<file path="src/rtl/legv8_multicycle_control.sv">
// Multi-cycle LEGv8 control sequencer: walks fetch/decode/execute/memory/writeback,
// drives datapath selects, counts retired instructions and flags illegal opcodes or memory timeouts.
module legv8_multicycle_control #(
    parameter int MEM_TIMEOUT = 16,
    parameter int COUNT_WIDTH = 64
) (
    input  logic                   clock,
    input  logic                   reset,
    input  logic [10:0]            opcode,
    input  logic                   zero,
    input  logic                   mem_ready,
    output logic                   pc_write,
    output logic                   pc_source,
    output logic                   ir_write,
    output logic                   i_or_d,
    output logic                   mem_read,
    output logic                   mem_write,
    output logic                   reg2loc,
    output logic                   reg_write,
    output logic                   mem_to_reg,
    output logic                   alu_src_a,
    output logic [1:0]             alu_src_b,
    output logic [1:0]             alu_op,
    output logic [3:0]             state,
    output logic [COUNT_WIDTH-1:0] instr_count,
    output logic                   illegal,
    output logic                   mem_fault
);

    localparam int WAIT_W = $clog2(MEM_TIMEOUT + 1);
    localparam logic [WAIT_W-1:0] WAIT_LAST = WAIT_W'(MEM_TIMEOUT - 1);

    typedef enum logic [3:0] {
        FETCH     = 4'd0,
        DECODE    = 4'd1,
        MEM_ADDR  = 4'd2,
        MEM_READ  = 4'd3,
        MEM_WB    = 4'd4,
        MEM_WRITE = 4'd5,
        EXECUTE   = 4'd6,
        R_WB      = 4'd7,
        BRANCH    = 4'd8,
        JUMP      = 4'd9,
        HALT      = 4'd10
    } state_t;

    state_t              cur;
    state_t              nxt;
    logic [WAIT_W-1:0]   wait_cnt;
    logic                is_ldur, is_stur, is_rtype, is_cbz, is_b;
    logic                waiting, timeout, decode_bad, retire;

    assign state = cur;

    assign is_ldur  = (opcode == 11'b11111000010);
    assign is_stur  = (opcode == 11'b11111000000);
    assign is_rtype = (opcode == 11'b10001011000) || (opcode == 11'b11001011000) ||
                      (opcode == 11'b10001010000) || (opcode == 11'b10101010000);
    assign is_cbz   = (opcode[10:3] == 8'b10110100);
    assign is_b     = (opcode[10:5] == 6'b000101);

    // Only the three memory-handshake states count toward the timeout.
    assign waiting    = (cur == FETCH) || (cur == MEM_READ) || (cur == MEM_WRITE);
    assign timeout    = waiting && !mem_ready && (wait_cnt == WAIT_LAST);
    assign decode_bad = (cur == DECODE) && !(is_ldur || is_stur || is_rtype || is_cbz || is_b);
    assign retire     = (nxt == FETCH) &&
                        (cur == MEM_WB || cur == MEM_WRITE || cur == R_WB || cur == BRANCH || cur == JUMP);

    always_comb begin
        nxt = cur;
        case (cur)
            FETCH:     if (mem_ready) nxt = DECODE;
            DECODE: begin
                if (is_ldur || is_stur) nxt = MEM_ADDR;
                else if (is_rtype)      nxt = EXECUTE;
                else if (is_cbz)        nxt = BRANCH;
                else if (is_b)          nxt = JUMP;
                else                    nxt = HALT;
            end
            MEM_ADDR:  nxt = is_ldur ? MEM_READ : MEM_WRITE;
            MEM_READ:  if (mem_ready) nxt = MEM_WB;
            MEM_WB:    nxt = FETCH;
            MEM_WRITE: if (mem_ready) nxt = FETCH;
            EXECUTE:   nxt = R_WB;
            R_WB:      nxt = FETCH;
            BRANCH:    nxt = FETCH;
            JUMP:      nxt = FETCH;
            HALT:      nxt = HALT;
            default:   nxt = FETCH;
        endcase
        if (timeout) nxt = HALT;
    end

    always_ff @(posedge clock or posedge reset) begin
        if (reset) begin
            cur         <= FETCH;
            wait_cnt    <= '0;
            instr_count <= '0;
            illegal     <= 1'b0;
            mem_fault   <= 1'b0;
        end else begin
            cur <= nxt;
            // Any state change restarts the wait; staying in a wait state means mem_ready was low.
            if (waiting && nxt == cur) wait_cnt <= wait_cnt + WAIT_W'(1);
            else                       wait_cnt <= '0;
            if (retire)     instr_count <= instr_count + COUNT_WIDTH'(1);
            if (decode_bad) illegal     <= 1'b1;
            if (timeout)    mem_fault   <= 1'b1;
        end
    end

    // Mealy decode of the datapath controls; everything is held low while reset is asserted.
    always_comb begin
        pc_write   = 1'b0;
        pc_source  = 1'b0;
        ir_write   = 1'b0;
        i_or_d     = 1'b0;
        mem_read   = 1'b0;
        mem_write  = 1'b0;
        reg2loc    = 1'b0;
        reg_write  = 1'b0;
        mem_to_reg = 1'b0;
        alu_src_a  = 1'b0;
        alu_src_b  = 2'b00;
        alu_op     = 2'b00;
        if (!reset) begin
            case (cur)
                FETCH: begin
                    mem_read  = 1'b1;
                    alu_src_b = 2'b01;
                    ir_write  = mem_ready;
                    pc_write  = mem_ready;
                end
                DECODE:    alu_src_b = 2'b11;
                MEM_ADDR: begin
                    alu_src_a = 1'b1;
                    alu_src_b = 2'b10;
                end
                MEM_READ: begin
                    mem_read = 1'b1;
                    i_or_d   = 1'b1;
                end
                MEM_WB: begin
                    reg_write  = 1'b1;
                    mem_to_reg = 1'b1;
                end
                MEM_WRITE: begin
                    mem_write = 1'b1;
                    i_or_d    = 1'b1;
                    reg2loc   = 1'b1;
                end
                EXECUTE: begin
                    alu_src_a = 1'b1;
                    alu_op    = 2'b10;
                end
                R_WB:      reg_write = 1'b1;
                BRANCH: begin
                    reg2loc   = 1'b1;
                    alu_src_a = 1'b1;
                    alu_op    = 2'b01;
                    pc_source = 1'b1;
                    pc_write  = zero;
                end
                JUMP: begin
                    pc_write  = 1'b1;
                    pc_source = 1'b1;
                end
                default: ;
            endcase
        end
    end

endmodule

</file>
<file path="config.mk">
export PLATFORM = sky130hd
export DESIGN_NAME = legv8_multicycle_control
export DESIGN_NICKNAME = d
export VERILOG_FILES = /design/src/rtl/legv8_multicycle_control.sv
export SDC_FILE = /design/constraint.sdc
export NUM_CORES = 1
export LEC_CHECK = 0
export ABC_AREA = 1
export ABC_CLOCK_PERIOD_IN_PS = 3250
export CAP_MARGIN = 20
export CORE_MARGIN = 2
export CORE_UTILIZATION = 35
export DETAILED_ROUTE_END_ITERATION = 6
export GPL_TIMING_DRIVEN = 0
export PLACE_DENSITY_LB_ADDON = 0.1
export SLEW_MARGIN = 20
export SYNTH_ARGS = -nofsm -noshare
export SYNTH_HDL_FRONTEND = slang
export SYNTH_SLANG_ARGS = --single-unit
</file>
<file path="constraint.sdc">
create_clock -name clock -period 3.25 [get_ports clock]
set_clock_uncertainty 0.2 [all_clocks]
set_input_delay 0.4875 -clock clock [delete_from_list [all_inputs] [get_ports clock]]
set_output_delay 0.4875 -clock clock [all_outputs]
set_load 0.05 [all_outputs]
</file>
# After elaboration in Yosys (flattened, before gate mapping)
# Index checks and enable logic that the tools add are counted.
# totals
output_inout_bits,84
latchBits,0
rom_bits,0
elab_cells,90
in_bits,15
ramBits,0
memories,0
reg_bits,75
# classes
shifts,0
n_eq_ne,20
reduce_logical,28
div,0
muxes,35
n_mul,0
add_sub_neg,2
bitwise,0
magnitude_cmp,0
# op_table
op,n
11-bit == test (second input constant),6
64-bit by 1-bit adder with 64-bit output (second input constant),1
4-bit one-hot mux with 7 select lines,1
4-bit two-way mux,6
1-bit two-way mux,19
4-bit by 3-bit == test with 1-bit output (second input constant),4
1-bit logical OR,13
4-bit == test (second input constant),3
2-bit OR reduction,5
4-bit by 2-bit == test with 1-bit output (second input constant),2
8-bit == test (second input constant),1
4-bit logical NOT,2
2-bit two-way mux,4
6-bit by 3-bit == test with 1-bit output (second input constant),1
2-bit one-hot mux with 3 select lines,1
5-bit by 1-bit adder with 5-bit output (second input constant),1
5-bit by 4-bit == test with 1-bit output (second input constant),1
1-bit logical AND,5
5-bit two-way mux,1
4-bit by 1-bit == test with 1-bit output (second input constant),1
4-bit == test,1
2-bit one-hot mux with 2 select lines,1
3-bit two-way mux,1
1-bit one-hot mux with 3 select lines,1
2 further kinds,3

# Logic depth before layout (Yosys ltp)
# Gate-level depths: netlist of run 1.
# depth
depth_word,11
mapped_depth,14
ltp_nobuf,13

# Worst setup path after synthesis of run 1
# OpenSTA, ideal clock, no wires.
# synth_timing
kind,in2out
startpoint,input reset
endpoint,output mem_to_reg
required_time_ns,2.562
t_arrival_ns,3.450
slack_ns,-0.888
cell_stages,3
n_path_buf,0
path_cell_list,inv_1 > nand2_1 > nor3_1
# synth_between
elab_chain_cells,1
# synth_rtl
element,line_no,rtl
from (decl),8,"input logic reset,"
1-bit two-way mux,126,if (!reset) begin
to (decl),20,"output logic mem_to_reg,"
# Every way passes these cells.

# Worst setup path in the final report of run 1
# layout_timing
startpoint,input reset
endpoint,output reg_write
# layout_between
elab_chain_cells,1
# layout_rtl
element,line_no,rtl
1-bit two-way mux,126,
to (decl),19,"output logic reg_write,"
# Every way passes these cells.

==> qor.yml, run 1 <==
status:
  outcome: "finished clean"
floorplan:
  floorplan.initialDensity: 0.3610
  rows: 45
  dieWidth_um: 129.7
  die-area_um2: 16820
  io_pins: 99
  coreArea_um2: 15310
  dieHeight_um: 129.7
sta:
  tightest_slew_ns: 0.7676
  max_slew_margin: 0.4843
  layout_setup_ws_ns: 0.2044
  rsz0062_at_grt: "false"
  fin_crit_ns: 3.046
  holdWs_ns: 0.2575
  slew_viol_final: 0
  timing.final.crit_share: 0.9371
  clock.fmax_ghz: 0.3283
  hold_violations: 0
  fin_setup_tns_ns: 0
  setup_violations: 0
place:
  routabilityCongestion: 0.9426
  io_buffer_count: 98
  dp_cells: 1190
  dp_slack_ns: 0.1645
  dp_hpwl_mm: 15.15
cts:
  cts_max_path_buffers: 2
  insertion_delay_ns: 0.35
  post_cts_resized: 0
  numCtsBuffers: 9
  cts_setup_buffers: 0
  cts_hold_buf: 0
  clockRootBuffer: "clkbuf_16"
  cts_tree: "done"
  htree_levels: 3
  path_clk_slew_ns: 0.06
  clock_sinks: 75
worst_setup_path:
  cp_max_fo: 12
  reg2reg_depth: 10
  cp-startpoint: "reset"
  crit_type: "in2out"
  end_kind: "output pin"
  crit_arrival_ns: 2.36
  critPathCapture: "reg_write"
  critPathLaunchType: "input port"
  crit_required_ns: 2.56
  rr_startpoint: "instr_count[0]"
  r2r_end: "instr_count[62]"
  rrSetupSlack_ns: 0.48
yosys:
  synth.avg_cell_area_um2: 6.290
  yosys_warnings: 0
  ys_types: 29
  synth_area_um2: 5529
  synth-seq-area-share: 0.3394
  synth_cells: 879
  synth_fp_nets: 897
  ys_ff_latch: 75
power_and_ir_drop:
  p_leak_uw: 0.003213
  p_sw_frac: 0.4475
  clock_power_share: 0.272
  power_frac_comb: 0.464
  seq_power_share: 0.264
  power_density_nw_per_um2: 567.0
  intPower_uw: 2240
  ir_drop_mv: 0.3417
  power_switching_uw: 1814
detailed_routing:
  dr_total_vias: 5836
  drt-total-wl_mm: 18.50
  wire_per_inst_um: 15.34
  drc: 0
  drt-initial-drc-count: 432
  viasPerCell: 4.839
  ant_nets: 0
  drtPass1Iterations: 7
worst_hold_path:
  hp-class: "reg2reg"
final_layout:
  num_antenna_cells: 0
  drive_above_1_share: 0.05729
  fin_nets: 1008
  fin_cells: 1206
  area_delta_synth_final_pct: 29.33
  post-route-util: 0.4669
global_routing:
  antenna_found_initial: 0
  grt_pass1_wl_mm: 29.61
  grt_use_total: 0.2325
  grt_max_degree: 36
  grt_pass1_vias: 5548
  grt-ovfl-total: 0
job:
  max-cap-violations: 0
## critical path: stages
cell and delay (ns):
clkdlybuf4s50_1 0.54, clkinvlp_4 0.32, nand2_1 0.23, nor2_1 0.07, clkdlybuf4s50_1 0.70
## flip-flops by register name (all words and copies together), names as in the netlist
name	flops
state	4
instr_count	64
wait_cnt	5
illegal	1
mem_fault	1
## routing by layer
| layer | GRT usage | wire, um | vias up |
|---|---|---|---|
| met3 | 0.02890 | 1067 | 27 |
| met2 | 0.3656 | 8180 | 177 |
| met5 | 0 | 0 | - |
| li1 | - | - | 3001 |
| met4 | 0.07717 | 423 | 0 |
| met1 | 0.3317 | 8826 | 2631 |
## worst min-delay path by stage
stage	startpoint	end	slack, ns	depth (start not counted)
3_3_place_gp	illegal	illegal	0.25	1
4_1_cts	illegal	illegal	0.26	1
2_1_floorplan	wait_cnt[0]	wait_cnt[0]	0.24	1
3_5_place_dp	illegal	illegal	0.24	1
5_1_grt	illegal	illegal	0.28	1
6_report	illegal	illegal	0.26	1
## synth_stat cells, drive strengths merged
| cell | n | area [um^2] |
|---|---|---|
| nand3 | 108 | 555.5 |
| and2 | 2 | 12.51 |
| o21ai | 11 | 55.05 |
| o2111ai | 1 | 8.760 |
| nor3 | 35 | 175.2 |
| o211ai | 1 | 7.510 |
| buf | 21 | 155.2 |
| o21a | 1 | 7.510 |
| inv | 96 | 360.3 |
| a21o | 1 | 7.510 |
| nand2 | 331 | 1255 |
| nand4 | 22 | 137.6 |
| a21oi | 5 | 25.02 |
| clkbuf | 1 | 3.750 |
| a41oi | 1 | 8.760 |
| nand3b | 1 | 7.510 |
| xnor2 | 11 | 96.34 |
| xor2 | 28 | 245.2 |
| ha | 3 | 37.54 |
| nor2 | 123 | 484.2 |
| and3 | 1 | 6.260 |
| dfrtp | 75 | 1877 |
## cell usage in the layout, fill, tap and decap left out, types with 3 or more instances in the layout
master,Yosys,routed
a21oi_1,5,5
buf_2,13,13
buf_6,8,8
clkbuf_16,0,9
clkdlybuf4s50_1,0,98
clkinvlp_4,0,3
dfrtp_1,75,75
ha_1,3,3
inv_1,93,92
inv_2,3,3
nand2_1,328,328
nand3_1,105,105
nand3_2,3,3
nand4_1,22,22
nor2_1,116,116
nor2_2,6,6
nor3_1,35,34
o21ai_0,11,11
xnor2_1,11,11
xor2_1,28,28
## kinds of logic after synthesis
kind of cell | synth area share
AO/OA/AOI/OAI | 0.02173
XOR/XNOR | 0.06178
adder cells (fa/ha/maj) | 0.006790
buffers and inverters | 0.09391
flip-flops | 0.3394
AND/OR/NAND/NOR | 0.4764
## power groups by stage
stage	combinational (uW)	sequential [uW]	clock [uW]
floorplan	1190	1220	0
global placement	1890	1090	0
detailed placement	1900	1090	0
CTS	1900	1070	1130
global route	2040	1080	1180
finish	1880	1070	1100
## through the flow
step                      area (um^2)  total power (uW)
after global placement           6783              2975
after CTS                        7151              4104
after floorplan                  5538              2403
final                            7151              4054
after detailed placement         6823              2984
after global routing             7151              4288
## layout make-up
cell class,count,area [um^2]
Buffer,22,158.9
Clock buffer,10,239.0
Clock inverter,6,88.84
Fill cell,1683,8164
Inverter,96,364.1
Multi-Input combinational cell,686,3138
Sequential cell,75,1877
Tap cell,211,264.0
Timing Repair Buffer,100,1021
Note: power is estimated with default switching activity, not from simulation.
==> inputs of run 2 (changes only) <==
Settings changed: DONT_BUFFER_PORTS set to 1.
==> qor.yml, run 2 (same netlist as run 1, synthesis figures left out) <==
power_and_ir_drop:
  p_leak_uw: 0.002874  # -11%
  intPower_uw: 2066  # -7.8%
  p_total_uw: 3846  # -5.1%
  power_density_nw_per_um2: 622.5  # +9.8%
  seq_power_share: 0.320  # +0.056
  ir_drop_mv: 0.3374  # -1.3%
  p_sw_frac: 0.4629  # +0.01537
  power_switching_uw: 1780  # -1.9%
  power_frac_comb: 0.403  # -0.061
  clock_power_share: 0.277  # +0.005
place:
  dp_hpwl_mm: 15.15  # about the same
  placed_area_um2: 5852  # -14%
  io_buffer_count: 0  # -100%
  routabilityCongestion: 0.9277  # -1.6%
  dp_cells: 1092  # -8.2%
sta:
  setup_violations: 0  # unchanged
  tightest_slew_ns: 1.088  # +0.3199 ns
  timing.final.crit_share: 0.9689  # +0.03180
  fin_setup_tns_ns: 0  # unchanged
  max_slew_margin: 0.2773  # -0.2071
  slew_viol_final: 0  # unchanged
  hold_violations: 0  # unchanged
  rsz0062_at_grt: "false"
  fin_crit_ns: 3.149  # +0.1034 ns
  clock.fmax_ghz: 0.3176  # -3.3%
cts:
  clock_sinks: 75  # unchanged
  htree_levels: 3  # unchanged
  clockRootBuffer: "clkbuf_16"
  path_clk_slew_ns: 0.06  # about the same
  cts_tree: "done"
  cts_max_path_buffers: 2  # unchanged
  cts_setup_buffers: 0  # unchanged
  numCtsBuffers: 9  # unchanged
  insertion_delay_ns: 0.35  # about the same
worst_hold_path:
  hp-class: "in2reg"
  hold_depth: 3  # +2
  hold_start: "mem_ready"
detailed_routing:
  dr_total_vias: 5430  # -7.0%
  routed.top_layer: "met4"
  drt-initial-drc-count: 333  # -23%
  drt-total-wl_mm: 18.46  # -0.18%
  wire_per_inst_um: 16.66  # +8.6%
  wl_met3_um: 948  # -11%
  ant_nets: 0  # unchanged
  met1_length_mm: 8.799  # -0.31%
  viasPerCell: 4.901  # +1.3%
  drtPass1Iterations: 5  # -2
  drc: 0  # unchanged
  met2_wirelength_mm: 8.265  # +1.0%
worst_setup_path:
  crit_chain: "buf_2 -> nand3_1 -> a21oi_1"
  rr_startpoint: "instr_count[0]"
  critPathLaunchType: "register"
  critPathSlowestCell: "a21oi_1"
  cp_max_fo: 8  # -4
  end_kind: "output pin"
  cp-startpoint: "state[1]"
  reg2reg_depth: 10  # unchanged
  crit_type: "reg2out"
  crit_arrival_ns: 2.46  # +0.10 ns
  crit_required_ns: 2.56  # about the same
  max_stage_delay_ns: 0.93  # +0.23 ns
status:
  outcome: "finished clean"
final_layout:
  area_delta_synth_final_pct: 11.74
  largest_reg_flops: 64  # unchanged
  drive_above_1_share: 0.06577  # +0.008488
  top_register: "instr_count"
  num_antenna_cells: 0  # unchanged
  mostFrequentLayoutCells: "328 x nand2_1, 116 x nor2_1, 105 x nand3_1"
  fin_cells: 1108  # -8.1%
  post-route-util: 0.4034  # -0.06348
  fin_nets: 911  # -9.6%
  final_common_cell: "nand2_1"
  final_cell_area_um2: 6178  # -14%
job:
  max-cap-violations: 0  # unchanged
global_routing:
  grt_pass1_wl_mm: 29.24  # -1.3%
  grt_pass1_vias: 5278  # -4.9%
  grt_max_degree: 33  # -8.3%
  antenna_found_initial: 0  # unchanged
  grt-ovfl-total: 0  # unchanged
  grt_use_total: 0.2298  # -0.002620
floorplan:
  io_pins: 99  # unchanged
  coreArea_um2: 15310  # unchanged
  die-area_um2: 16820  # unchanged
  floorplan.initialDensity: 0.3610  # unchanged
  rows: 45  # unchanged
  dieHeight_um: 129.7  # unchanged
  dieWidth_um: 129.7  # unchanged
run 2: cell count changes in the layout (fill, tap and decap cells not counted), sizes merged:
cell,change
clkinvlp,-2
clkdlybuf4s50,-98
dlygate4sd3,+1
clkinv,-2
clkbuf,+4
bufinv,-1
run 2: final timing paths:
| kind | to | slack (ns) |
|---|---|---|
| worst max register to register | instr_count[62] | 0.23 |
| worst max-delay path | mem_read | 0.10 |
| worst min register to register | wait_cnt[0] | 0.27 |
| min in group asynchronous | state[1] | 0.46 |
| max in group asynchronous | instr_count[58] | 1.87 |
| worst min-delay path | mem_fault | 0.21 |
run 2: layout make-up:
class | instances | area, um^2
Sequential cell | 75 | 1879
Timing Repair Buffer | 3 | 50.05
Clock buffer | 14 | 284.0
Buffer | 22 | 158.9
Multi-Input combinational cell | 686 | 3148
Tap cell | 211 | 264.0
Clock inverter | 1 | 30.03
Inverter | 96 | 364.1
Fill cell | 1716 | 9136
run 2: what timing repair did:
item                       CTS  global route
hold buffers                 1             0
setup endpoints to repair    0             4
gates resized for setup      0             2
hold endpoints to repair    15             0
run 2: power groups by stage:
| stage | Clock, uW | Sequential, uW | Combinational (uW) |
|---|---|---|---|
| after CTS | 1090 | 1230 | 1570 |
| after floorplan | 0 | 1220 | 1190 |
| after detailed placement | 0 | 1250 | 1560 |
| final | 1060 | 1230 | 1550 |
| after global placement | 0 | 1250 | 1550 |
| after global routing | 1140 | 1240 | 1700 |
run 2: through the flow:
step           setup WS [ns]  hold WS [ns]
2_1_floorplan         0.1319        0.2435
3_5_place_dp         0.03216        0.2236
3_3_place_gp         -0.4890        0.2627
4_1_cts             0.006112        0.1943
6_report              0.1010        0.2050
5_1_grt              0.01687        0.2525
run 2: layer usage:
layer  vias to the layer above  track usage
met5                         -            0
met4                         0      0.07590
met3                        24      0.05491
met2                       138       0.3557
met1                      2465       0.3160
li1                       2803            -
run 2: critical path, delay by kind of cell (launching register included):
kind                   cells  cell delay (ns)
AND/OR/NAND/NOR            1             0.24
flip-flops                 1             0.63
AO/OA/AOI/OAI              1             0.93
buffers and inverters      1             0.32
